### src/rtl/modn_counter_pkg.sv
// Shared helpers for the modulo-N counter.
// Holds the counter-width function so every user of the counter sizes it the same way.
package modn_counter_pkg;

    // Bits needed to hold values 0..value-1. Never less than 1, so N=1 still gets a real port.
    function automatic int clog2_min1(input int value);
        return (value <= 2) ? 1 : $clog2(value);
    endfunction

endpackage

### src/rtl/modn_counter.sv
// Parameterised modulo-N event counter with a combinational carry-out on the terminal count.
// Used as a frame/bit timer in the LVDS serial receiver.
// Counter chains are built by feeding co of one instance into rst of the next.
module modn_counter
    import modn_counter_pkg::*;
#(
    parameter int       N          = 24,
    parameter bit       IS_NEGEDGE = 1'b0,
    localparam int      CW         = clog2_min1(N)
) (
    input  logic          clk,
    input  logic          rst,
    input  logic          en,
    output logic          co,
    output logic [CW-1:0] cnt
);

    // An unusable modulus must stop elaboration rather than build a broken counter.
    generate
        if (N < 1) begin : g_bad_modulus
            $fatal(1, "modn_counter: N must be >= 1");
        end
    endgenerate

    localparam logic [CW-1:0] LAST = CW'(N - 1);

    logic [CW-1:0] r_cnt;
    logic [CW-1:0] w_cnt_next;
    logic          w_at_last;

    // Terminal-count detect and carry-out. co is unregistered so a parent can use it
    // in the same cycle (load strobe, or reset of a downstream counter).
    always_comb begin
        w_at_last = (r_cnt == LAST);
        co        = ~rst & en & w_at_last;
    end

    // Next count when enabled. The wrap logic depends on the modulus.
    generate
        if (N == 1) begin : g_next_single
            // Only one legal value, so the count never moves.
            always_comb begin
                w_cnt_next = '0;
            end
        end else if ((N & (N - 1)) == 0) begin : g_next_pow2
            // Binary overflow already wraps from N-1 to 0.
            always_comb begin
                w_cnt_next = r_cnt + CW'(1);
            end
        end else begin : g_next_modn
            // Explicit wrap keeps the count below N for non-power-of-two moduli.
            always_comb begin
                w_cnt_next = w_at_last ? '0 : (r_cnt + CW'(1));
            end
        end
    endgenerate

    // Count register on the selected clock edge; rst wins over en.
    generate
        if (IS_NEGEDGE) begin : g_ff_neg
            always_ff @(negedge clk) begin
                if (rst) begin
                    r_cnt <= '0;
                end else if (en) begin
                    r_cnt <= w_cnt_next;
                end
            end
        end else begin : g_ff_pos
            always_ff @(posedge clk) begin
                if (rst) begin
                    r_cnt <= '0;
                end else if (en) begin
                    r_cnt <= w_cnt_next;
                end
            end
        end
    endgenerate

    assign cnt = r_cnt;

endmodule

### config.mk
export PLATFORM = sky130hd
export DESIGN_NAME = modn_counter
export DESIGN_NICKNAME = d
export VERILOG_FILES = /design/src/rtl/modn_counter_pkg.sv /design/src/rtl/modn_counter.sv
export SDC_FILE = /design/constraint.sdc
export NUM_CORES = 1
export LEC_CHECK = 0
export ABC_AREA = 0
export ABC_CLOCK_PERIOD_IN_PS = 3050
export CORE_AREA = 2 2 39 41
export DETAILED_ROUTE_END_ITERATION = 10
export DIE_AREA = 0 0 41 43
export HOLD_SLACK_MARGIN = 0.12
export PLACE_DENSITY = 0.39
export REMOVE_ABC_BUFFERS = 1
export SLEW_MARGIN = 20
export SYNTH_ARGS = -nofsm -noshare
export SYNTH_HDL_FRONTEND = slang
export SYNTH_SLANG_ARGS = --single-unit
### constraint.sdc
create_clock -name clk -period 3.05 [get_ports clk]
set_input_delay 0.61 -clock clk [delete_from_list [all_inputs] [get_ports clk]]
set_output_delay 0.61 -clock clk [all_outputs]
set_load 0.02 [all_outputs]
# Yosys cells after proc, flatten, opt, wreduce, memory -nomap -nowiden
# Index checks and enable logic that the tools add are counted.
[word_totals]
ff_bits = 5
[classes]
n_addsub = 1
n_eq_ne = 1
mux = 1
bitwise_logic = 3
[op_table]
columns = ["cell", "n"]
rows = [
  ["adder 5 x 1 -> 5 bit, second input constant", 1],
  ["== test 5 bit, second input constant", 1],
  ["two-way mux 5 bit", 1],
  ["bitwise AND 1 bit", 2],
  ["inverter 1 bit", 1],
]

# Logic depth before layout (Yosys ltp)
# Gate-level depths: netlist of the first run.
[logic_depth]
ltp_word = 3
ltp_mapped = 4
ltp_nobuf = 4

# Worst setup path before layout of the first run
# OpenSTA, ideal clock, no wires.
[synth_timing]
path_type = "reg-to-output"
start = "register r_cnt[0], in the netlist cnt[0]"
end = "output co"
t_arrival_ps = 1434
required_ps = 2440
path_slack_ps = 1006
path_stages_with_launch = 5
n_path_buf = 0
path_cell_list = "dfxtp_1 > ha_1 > nand3_2 > nor3b_1 > nor2b_1"
[synth_via]
elab_chain_cells = 2
[synth_rtl]
columns = ["element", "line", "rtl"]
rows = [
  ["start: declaration", "modn_counter.sv:27", "logic [CW-1:0] r_cnt;"],
  ["start signal: assignment", "modn_counter.sv:73", "r_cnt <= w_cnt_next;"],
  ["== test 5 bit", "modn_counter.sv:34", "w_at_last = (r_cnt == LAST);"],
  ["bitwise AND 1 bit", "modn_counter.sv:35", "co = ~rst & en & w_at_last;"],
  ["end: declaration", "modn_counter.sv:14", "output logic co,"],
]
# Every way passes these cells.

# Final worst setup path of the first run
[layout_timing]
start = "input en"
end = "output co"
[layout_via]
elab_chain_cells = 2
[layout_rtl]
columns = ["element", "line", "rtl"]
rows = [
  ["start: declaration", "modn_counter.sv:13", "input logic en,"],
  ["bitwise AND 1 bit (2 in series)", "modn_counter.sv:35", ""],
]
# Every way passes these cells.

==> results of run 1 <==
-- worst max-delay path: stages --
cell and delay (ps):
clkdlybuf4s50_1 500, nand3_2 90, nor3b_1 230, nor2b_1 160
clkdlybuf4s50_1 610
-- how the worst max path moves through the flow --
stage	cells after the start	start	to	slack, ps
final	5	en	co	240
after detailed placement	5	en	co	220
after global placement	5	en	co	240
after CTS	5	en	co	210
after global routing	5	en	co	130
after floorplan	4	cnt[0]$_SDFFE_PP0P_	co	1010
-- cells in the mapped netlist, drive strengths merged --
master  instances
mux2i           1
nor3            2
nor3b           1
or3b            1
xnor2           1
nand2           2
a21oi           1
dfxtp           5
nor2            2
ha              1
nand3           1
nand4           1
nor2b           1
xor2            2
-- layout make-up --
type                    instances  area, sq um  area share (%)
multi-input cells              17          118            32.8
flip-flops and latches          5          100            27.9
well taps                      16         20.0            5.57
clock buffers                   4         26.3            7.32
repair buffers                 10         95.1            26.5
-- cell families (layout without fill, tap and decap cells) --
kind of cell	after synthesis	in the layout	synth area share [%]
xor gates and xnor gates	3	3	12.1
buffers and inverters	0	14	0
adders and majority gates	1	1	5.75
and+or+nand+nor	11	11	29.3
muxes	1	1	4.60
DFF	5	5	46.0
AOI/OAI and AO/OA	1	1	2.30
-- routing by layer --
layer | GRT usage (%) | vias to the layer above | routed length, um
li1 | - | 103 | -
met1 | 8.39 | 92 | 235
met2 | 10.3 | 9 | 264
met3 | 4.71 | 0 | 29
met4 | 10.0 | 0 | 0
met5 | 0 | - | 0
-- power groups by stage --
stage | registers [mW] | logic, mW | clock network, mW
6_report | 0.0718 | 0.0215 | 0.0764
3_3_place_gp | 0.0728 | 0.0213 | 0
4_1_cts | 0.0719 | 0.0220 | 0.0817
3_5_place_dp | 0.0729 | 0.0217 | 0
5_1_grt | 0.0721 | 0.0236 | 0.0914
2_1_floorplan | 0.0760 | 0.00595 | 0
-- metrics by stage --
step                area (sq um)  hold WS [ps]  util (%)  total power, mW
detailed placement           333           480      24.1           0.0946
floorplan                    218           542         -           0.0819
global route                 359           512      25.9            0.187
finish                       359           480      25.9            0.170
CTS                          359           486      25.9            0.176
global placement             333           473      24.1           0.0942
==> metrics.md, run 1 <==
| Metric | Value |
|---|---|
| Status | finished clean |
| Die height | 43 um |
| DP HPWL | 396 um |
| Wirelength per Cell | 10.2 um |
| # rows | 14 |
| Vias in the first global route | 209 |
| Initial DRC Count | 1 |
| Switching Fraction | a little under a quarter |
| TritonCTS buffer count | 3 |
| Count of final hold-check violations | 0 |
| Syn Std Cell Area | around 220 sq um |
| Initial core utilization | between 10% and 20% |
| Commonest non-fill, non-tap cells in the layout | clkdlybuf4s50_1 (8), dfxtp_1 (5), clkbuf_4 (3) |
| Finish-stage setup viols | 0 |
| Actual slew at the worst max-slew pin | 221 ps |
| Max reg flops | 5 |
| #FFs+latches synth | 5 |
| Synth warn | 0 |
| Hold buffer count at cts | 0 |
| Leading cell type in the layout, fill and taps excluded | clkdlybuf4s50_1 |
| DP Worst Slack | 224 ps |
| Max Root-Sink Buffers | 2 |
| Critical path startpoint category | input pin |
| Gr usage total | 8.34% |
| Max-cap viol count | 0 |
| Root buf cell | clkbuf_4 |
| Clock-pin transition on the worst setup and hold timing paths | roughly 40 ps |
| Grt total ovfl | 0 |
| Register-to-Register Path Depth | 4 |
| Slew margin rel. | 85.2% |
| Initial antenna violation count | 0 |
| # fillers | roughly 160 |
| Synthesized area per cell | 9.90 sq um |
| Post-synthesis sequential area ratio | 46.0% |
| Layout cells sized above 1 | 16.7% |
| IO Pins | 9 |
| P_sw | 0.0402 mW |
| Setup TNS | 0 ps |
| Clock power frac | 45.0% |
| Sequential fraction of design power | around 42% |
| Static leakage | 0.131 nW |
| Area delta synth->final | 64.9% |
| Final worst slack | 236 ps |
| CTS tree | built |
| Core area | 1380 sq um |
| Worst EP required | 2440 ps |
| P_int | 0.130 mW |
| Share of the synthesized area in the top cell type | 46.0% |
| Fin crit share | 92.3% |
| Tmin final | 2810 ps |
| Final wirelength | 529 um |
| Fmax | 0.355 GHz |
| Worst Setup Path Type | in -> out |
| Die area | roughly 1800 sq um |
| Nets | 41 |
| Sink Count | 5 |
| Layout Cells excl Fill | 52 |
| Max VDD drop | 161 uV |
| CP Data Arrival Time | 2200 ps |
| CTS H-tree lvls | 1 |
| Port-buffer cells | 8 |
| Pwr/cell area | ~470 nW/um^2 |
| RSZ-0062 raised after global routing | no |
| Detail Route Antenna Nets | 0 |
| Antenna cells | 0 |
| Hold_sp | cnt[4]$_SDFFE_PP0P_ |
| Synth unique cells | 14 |
| Reg-to-Reg End | cnt[4]$_SDFFE_PP0P_ |
| DR vias/cell | 3.92 |
| Post-CTS Setup Repair Bufs | 0 |
| Largest net degree at the start of global routing | 7 |
| Worst-Skew Late Latency | between 200 and 250 ps |
| Comb pwr share | 12.7% |
| CP Max Fanout | 3 |
| Area leader, netlist | dfxtp_1 |
| Die Width | 41 um |
| Clk_skew | 0.734 ps |
| CP endpoint kind | output pin |
| Max-slew violation count | 0 |
| CTS resizes | 0 |
| DR vias | 204 |
| First-pass GRT wire length | 869 um |
| Mapped Cells | 22 |
| FF-to-FF Start | cnt[0]$_SDFFE_PP0P_ |
| Placed cell count | 48 |
| TritonRoute pass-1 iters | 2 |
| Hold Crit Depth | 2 |
| Hold crit path type | reg -> reg |
| Synth area leaders | dfxtp_1 (46%), xor2_1 (8.0%), ha_1 (5.7%) |
| Routability-driven placement congestion ratio | between 0.5 and 0.6 |
| Post-route DRC | 0 |
| Hold Path Sink | cnt[4]$_SDFFE_PP0P_ |
| Worst R2R Setup Slack | 1760 ps |
(Power assumes the default switching activity.)
==> inputs of run 2 (changes only) <==
- SLEW_MARGIN: 20 -> default
==> results of run 2 <==
Final layout, timing and power as in run 1 (identical DEF).
